$ cat config.mk
export PLATFORM = sky130hd
export DESIGN_NAME = core_ctrl
export DESIGN_NICKNAME = d
export VERILOG_FILES = /design/src/rtl/core_ctrl_pkg.sv /design/src/rtl/core_ctrl_fsm.sv /design/src/rtl/core_ctrl.sv
export SDC_FILE = /design/constraint.sdc
export NUM_CORES = 1
export LEC_CHECK = 0
export BUFFER_PORTS_ARGS = -buffer_cell sky130_fd_sc_hd__buf_2
export CAP_MARGIN = 20
export CORE_MARGIN = 10
export CORE_UTILIZATION = 48
export DETAILED_ROUTE_END_ITERATION = 7
export PLACE_DENSITY = 0.8
export SETUP_SLACK_MARGIN = 0.3
export SLEW_MARGIN = 20
export SYNTH_ARGS = -nofsm -noshare
export SYNTH_HDL_FRONTEND = slang
export SYNTH_SLANG_ARGS = --single-unit
$ cat constraint.sdc
create_clock -name clk -period 2.5 [get_ports clk]
set_input_delay 0.125 -clock clk [delete_from_list [all_inputs] [get_ports clk]]
set_output_delay 0.125 -clock clk [all_outputs]
set_load 0.1 [all_outputs]
$ cat src/rtl/core_ctrl_pkg.sv
// Shared types and bus field offsets for the inter-core control unit.
// Imported by core_ctrl and core_ctrl_fsm.
package core_ctrl_pkg;

    localparam int PC_W = 16;
    localparam int PR_W = 4;
    localparam int PO_W = 19;
    localparam int PP_W = 17;
    localparam int ST_W = 3;

    localparam int PR_VALID  = 3;
    localparam int PR_RESUME = 2;
    localparam int PR_TGT    = 0;

    localparam int PO_VALID = 18;
    localparam int PO_TGT   = 16;
    localparam int PO_PC    = 0;

    localparam logic [2:0] STALL_WB_DEF = 3'd6;

    typedef enum logic [2:0] {
        ST_SLEEP  = 3'd0,
        ST_WAKE   = 3'd1,
        ST_RUN    = 3'd2,
        ST_PAUSED = 3'd3,
        ST_HALTED = 3'd4
    } core_state_e;

    typedef enum logic [1:0] {
        K_AWAKEN = 2'd0,
        K_PAUSE  = 2'd1,
        K_RESUME = 2'd2
    } req_kind_e;

    typedef struct packed {
        logic            live;
        logic [1:0]      tgt;
        req_kind_e       kind;
        logic [PC_W-1:0] pc;
    } req_t;

endpackage

$ cat src/rtl/core_ctrl_fsm.sv
// Per-core run-state machine: holds the run state and the latched
// wake-up PC, and presents the one-cycle pc_passed pulse.
module core_ctrl_fsm
    import core_ctrl_pkg::*;
#(
    parameter logic            RST_WAKE = 1'b0,
    parameter logic [PC_W-1:0] BOOT_PC  = '0
) (
    input  logic            clk,
    input  logic            rst_n,
    input  logic            hold_i,
    input  logic            grant_i,
    input  req_kind_e       kind_i,
    input  logic [PC_W-1:0] pc_i,
    input  logic            halt_i,
    output core_state_e     state_o,
    output logic [PP_W-1:0] pc_passed_o,
    output logic            paused_o
);

    core_state_e     state_q;
    logic [PC_W-1:0] pc_q;

    always_ff @(posedge clk or negedge rst_n) begin
        if (!rst_n) begin
            state_q <= RST_WAKE ? ST_WAKE : ST_SLEEP;
            pc_q    <= RST_WAKE ? BOOT_PC : '0;
        end else begin
            case (state_q)
                ST_SLEEP: begin
                    if (grant_i && kind_i == K_AWAKEN) begin
                        state_q <= ST_WAKE;
                        pc_q    <= pc_i;
                    end
                end
                ST_WAKE: begin
                    if (!hold_i) state_q <= ST_RUN;
                end
                ST_RUN: begin
                    if (halt_i)
                        state_q <= ST_HALTED;
                    else if (grant_i && kind_i == K_PAUSE)
                        state_q <= ST_PAUSED;
                end
                ST_PAUSED: begin
                    if (halt_i)
                        state_q <= ST_HALTED;
                    else if (grant_i && kind_i == K_RESUME)
                        state_q <= ST_RUN;
                end
                ST_HALTED: state_q <= ST_HALTED;
                default:   state_q <= ST_SLEEP;
            endcase
        end
    end

    // hold_i masks the boot wake until the first edge after reset
    assign pc_passed_o = (state_q == ST_WAKE && !hold_i)
                       ? {1'b1, pc_q} : '0;
    assign paused_o    = (state_q == ST_PAUSED);
    assign state_o     = state_q;

endmodule

$ cat src/rtl/core_ctrl.sv
// Inter-core control: request qualification, per-target arbitration,
// stall generation and the per-core run-state machines.
module core_ctrl
    import core_ctrl_pkg::*;
#(
    parameter int              NCORES   = 4,
    parameter logic [PC_W-1:0] BOOT_PC  = 16'h0,
    parameter logic [2:0]      STALL_WB = STALL_WB_DEF
) (
    input  logic                   clk,
    input  logic                   rst_n,
    input  logic [PR_W*NCORES-1:0] pause_resume_i,
    input  logic [PO_W*NCORES-1:0] pc_out_i,
    input  logic [NCORES-1:0]      halt_i,
    output logic [PP_W*NCORES-1:0] pc_passed_o,
    output logic [3*NCORES-1:0]    stall_num_o,
    output logic [ST_W*NCORES-1:0] core_state_o,
    output logic                   all_halted_o
);

    core_state_e     st     [NCORES];
    req_t            req    [NCORES];
    req_kind_e       g_kind [NCORES];
    logic [PC_W-1:0] g_pc   [NCORES];

    logic [NCORES-1:0] paused;
    logic [NCORES-1:0] defer;
    logic [NCORES-1:0] lose;
    logic [NCORES-1:0] grant;

    logic boot_q;
    logic all_halted_q, all_halted_d;

    always_comb begin
        for (int r = 0; r < NCORES; r++) begin
            logic run, aw_v, pr_v, pr_res;
            run    = (st[r] == ST_RUN);
            aw_v   = pc_out_i[r*PO_W + PO_VALID] && run;
            pr_v   = pause_resume_i[r*PR_W + PR_VALID] && run;
            pr_res = pause_resume_i[r*PR_W + PR_RESUME];
            req[r].live = aw_v || pr_v;
            req[r].tgt  = aw_v ? pc_out_i[r*PO_W + PO_TGT +: 2]
                               : pause_resume_i[r*PR_W + PR_TGT +: 2];
            req[r].kind = aw_v ? K_AWAKEN
                        : (pr_res ? K_RESUME : K_PAUSE);
            req[r].pc   = pc_out_i[r*PO_W + PO_PC +: PC_W];
            // awaken goes first; the pause/resume waits a cycle
            defer[r]    = aw_v && pr_v;
        end
    end

    always_comb begin
        lose  = '0;
        grant = '0;
        for (int t = 0; t < NCORES; t++) begin
            g_kind[t] = K_AWAKEN;
            g_pc[t]   = '0;
        end
        for (int r = 1; r < NCORES; r++) begin
            for (int j = 0; j < r; j++) begin
                if (req[j].live && req[r].live &&
                    req[j].tgt == req[r].tgt)
                    lose[r] = 1'b1;
            end
        end
        // scan high to low so the lowest requester lands last
        for (int t = 0; t < NCORES; t++) begin
            for (int r = NCORES - 1; r >= 0; r--) begin
                if (req[r].live && req[r].tgt == 2'(t)) begin
                    grant[t]  = 1'b1;
                    g_kind[t] = req[r].kind;
                    g_pc[t]   = req[r].pc;
                end
            end
        end
    end

    always_comb begin
        all_halted_d = 1'b1;
        for (int i = 0; i < NCORES; i++) begin
            if (!(st[i] == ST_SLEEP || st[i] == ST_HALTED))
                all_halted_d = 1'b0;
            if (grant[i] && g_kind[i] == K_AWAKEN &&
                st[i] == ST_SLEEP)
                all_halted_d = 1'b0;
        end
    end

    always_ff @(posedge clk or negedge rst_n) begin
        if (!rst_n) begin
            boot_q       <= 1'b1;
            all_halted_q <= 1'b0;
        end else begin
            boot_q       <= 1'b0;
            all_halted_q <= all_halted_d;
        end
    end

    assign all_halted_o = all_halted_q;

    for (genvar i = 0; i < NCORES; i++) begin : g_core
        core_ctrl_fsm #(
            .RST_WAKE ((i == 0)),
            .BOOT_PC  (BOOT_PC)
        ) u_fsm (
            .clk         (clk),
            .rst_n       (rst_n),
            .hold_i      ((i == 0) && boot_q),
            .grant_i     (grant[i]),
            .kind_i      (g_kind[i]),
            .pc_i        (g_pc[i]),
            .halt_i      (halt_i[i]),
            .state_o     (st[i]),
            .pc_passed_o (pc_passed_o[i*PP_W +: PP_W]),
            .paused_o    (paused[i])
        );

        assign core_state_o[i*ST_W +: ST_W] = st[i];
        assign stall_num_o[i*3 +: 3] =
            (paused[i] || lose[i] || defer[i]) ? STALL_WB : 3'd0;
    end

endmodule

==> out/metrics.cfg <==
[drt]
viasPerCell = 6.32
vias = 7505
firstDrtPassIters = 6
drc = 0
routedWlPerCell_um = 23.3
wl_mm = 27.6
first_iter_violations = 1014
postRouteAntennaNets = 0

[floorplan]
rows = 41
dieArea_um2 = 18200
initial_core_util = 0.496
pin_count = 191
core_um2 = 12800
fp.dieW_um = 135
die_y_um = 135

[synth]
synthXorXnorAreaFrac = 0.0166
avgSynthCellArea_um2 = 8.77
syn_area_um2 = 6340
ys_seq_area_frac = 0.308
ys_warn_count = 0
synthMuxAreaShare = 0.143
yosysUniqueCellTypes = 69
synth_compound_area_frac = 0.219
synthCells = 723
synth-simple-area-share = 0.259
synth_edf_count = 0
synth-adder-area-share = 0.00158
synth-async-reset-ratio = 1.00
ys.flop_type = dfrtp_1
ys_ff_latch = 78
synth_top_family_by_area = simple AND/OR/NAND/NOR gates

[cts]
clk_pin_slew_worst_paths_ps = 70
cts_tree = built
cts.sinks = 78
clock_latency_ps = 350
cts_buffer_depth = 2
clockRootBuffer = clkbuf_16
htreeDepth = 3
cts_buffers = 9

[placement]
gp_congestion = 1.05
dp_cells = 1128
placement.io_buffers = 186
place_area_um2 = 8640
dp_hpwl_mm = 19.4

[critical_path]
worst-path-max-fanout = 8
crit_cells = 10
cpMostUsedCell = buf_6
crit_path_start_kind = flip-flop
rr_startpoint = g_core[2].u_fsm.state_o[0]
rrSetupSlack_ps = -360
crit_path_cell_trace = and4bb_4, buf_6, mux2i_4, buf_6, a21oi_4, a221o_1, a22oi_2, o211a_4, clkbuf_16, mux2_4
cp.arrival_ps = 3100
critical_path.slowest_cell = dfrtp_4
critPathMaxStageDelay_ps = 470
rr_worst_depth = 10
crit_family = compound AO/OA/AOI/OAI gates
endpoint_kind = flip-flop
endpoint = g_core[0].u_fsm.pc_q[9]
cp.required_ps = 2740
startpoint = g_core[2].u_fsm.state_o[0]
worstReg2RegEnd = g_core[0].u_fsm.pc_q[9]
crit_type = flip-flop to flip-flop
critPathBufInv = 3

[global_routing]
grt_start_max_net_pins = 62
grt_pass1_wl_mm = 40.0
antenna_found_initial = 10
overflow = 0
globalRouteTotalUtil = 0.275
grt_pass1_vias = 7291

[final_layout]
drive_gt1_frac = 0.533
multi_input_area_um2 = 4750
stdcell_count = 1187
fin_util = 0.779
stdcell_area_um2 = 9950
fin_nets = 1098
syn_to_final_growth_pct = 57.0
fill_cells = 818
seq_area_um2 = 1990

[sta]
fmax_mhz = 350
hold_slack_ps = 35.5
worst_pin_slew_ps = 838
finalHoldViolations = 0
drv_slew = 0
setup_ws_ps = -360
finalSetupViolCount = 74
finClkSkew_ps = 6.39
rsz0062_at_grt = yes
post-route-min-period_ps = 2860
post-route-period-util = 1.14
tns_ps = -20140
maxSlewHeadroom = 0.441

[run_status]
violations = setup timing
run_status = finished with violations

[pwr]
clkPwrFrac = 0.249
power_density_nw_per_um2 = 603
cell_internal_pwr_uw = 3610
switchingPower_uw = 2390
swShare = 0.398
irDropWorstVdd_mv = 0.448
power_leakage_uw = 0.00448
comb_power_share = 0.473
power.share.sequential = 0.278

[hold_path]
hold_class = input port to flip-flop

[job]
drv_cap = 0

cells in the final DEF, fill, tap and decap left out, types with 7 or more instances in the layout:
cell         n
clkbuf_16   12
and2_4      38
mux2_4      46
diode_2     10
buf_12      30
and2_2       8
nand3_1      9
nor3_1      21
a221oi_1    61
clkbuf_4     9
xnor2_1      7
buf_2      144
dfrtp_1     65
o31ai_1     49
and2_1      22
nand2b_1     8
nand3b_1     7
nor2_1      81
nand2_1     65
o21ai_0      7
mux2_2      21
buf_6       27
dfrtp_4      8
buf_4      102
layout make-up:
type,instances,share of cell area
diodes,10,0.00251
clock buffers,10,0.0240
clock inverters,6,0.00943
inverters,5,0.00189
multi-input cells,586,0.477
flip-flops and latches,78,0.200
well taps,172,0.0216
repair buffers,320,0.263
power groups by stage:
stage	Sequential [uW]	Clock, uW	Combinational [uW]
after CTS	1650	1490	2590
after global placement	1660	0	2350
after global routing	1690	1560	2970
final	1660	1490	2840
after detailed placement	1660	0	2390
after floorplan	2080	0	1140
layer usage:
metal  track usage  vias to the layer above  part of all wire
met5             0                        -            0.0013
met4         0.108                        6             0.050
met3        0.0901                      136              0.11
met2         0.460                      565              0.47
met1         0.317                     3536              0.37
li1              -                     3262                 -
synthesized netlist by cell type (3+ instances only):
master	count	area, um^2
a211oi_1	4	30.0
a21oi_1	12	60.1
a221oi_1	65	569
and2_1	68	425
and4bb_1	3	37.5
buf_2	9	45.0
buf_4	9	67.6
buf_6	6	67.6
clkbuf_1	32	120
dfrtp_1	76	1900
inv_1	5	18.8
mux2_2	55	619
mux2_4	12	180
mux2i_1	5	50.1
nand2_1	67	251
nand2b_1	8	50.1
nand3_1	11	55.1
nand3b_1	7	52.6
nand4_1	3	18.8
nor2_1	87	327
nor2_2	3	18.8
nor2b_1	7	43.8
nor3_1	21	105
nor3b_1	11	82.6
nor4_1	3	18.8
nor4b_1	3	26.3
o21a_1	3	22.5
o21ai_0	14	70.1
o21bai_1	3	22.5
o31ai_1	50	375
xnor2_1	11	96.3
registers in the layout (all words and copies together), names as in the netlist:
register              cells
g_core.u_fsm.state_o     12
g_core.u_fsm.pc_q        64
boot_q                    1
all_halted_o              1
through the flow:
stage               setup slack, ps  total power [uW]
finish                         -360              6000
global route                   -438              6210
CTS                            -344              5730
detailed placement             -367              4060
global placement               -291              4020
floorplan                      -511              3230
kinds of logic (layout without fill, tap and decap cells):
family	after synthesis	after routing
AOI/OAI and AO/OA	177	177
DFF	78	78
buffers and inverters	63	341
other	1	15
and+or+nand+nor	316	316
xor gates and xnor gates	12	12
adders and majority gates	1	1
muxes	75	75
how the worst min path moves through the flow:
stage | start | endpoint | slack [ps] | depth (start not counted)
after CTS | halt_i[2] | g_core[2].u_fsm.state_o[1] | 4 | 2
final | halt_i[2] | g_core[2].u_fsm.state_o[1] | 40 | 2
after global placement | rst_n | g_core[1].u_fsm.pc_q[7] | 250 | 1
after detailed placement | rst_n | g_core[1].u_fsm.pc_q[5] | 260 | 1
after floorplan | rst_n | all_halted_o | -170 | 0
after global routing | halt_i[2] | g_core[2].u_fsm.state_o[0] | 30 | 2
timing repair:
| action | in CTS | in global routing |
|---|---|---|
| setup endpoints to repair | 78 | 84 |
| hold buffers | 3 | 0 |
| endpoints found under the hold margin | 59 | 0 |
| buffers inserted | 17 | 8 |
| cloned | 2 | 3 |
| pin swaps | 9 | 18 |
| gates resized for setup | 71 | 78 |
Note: power is estimated with default switching activity, not from simulation.
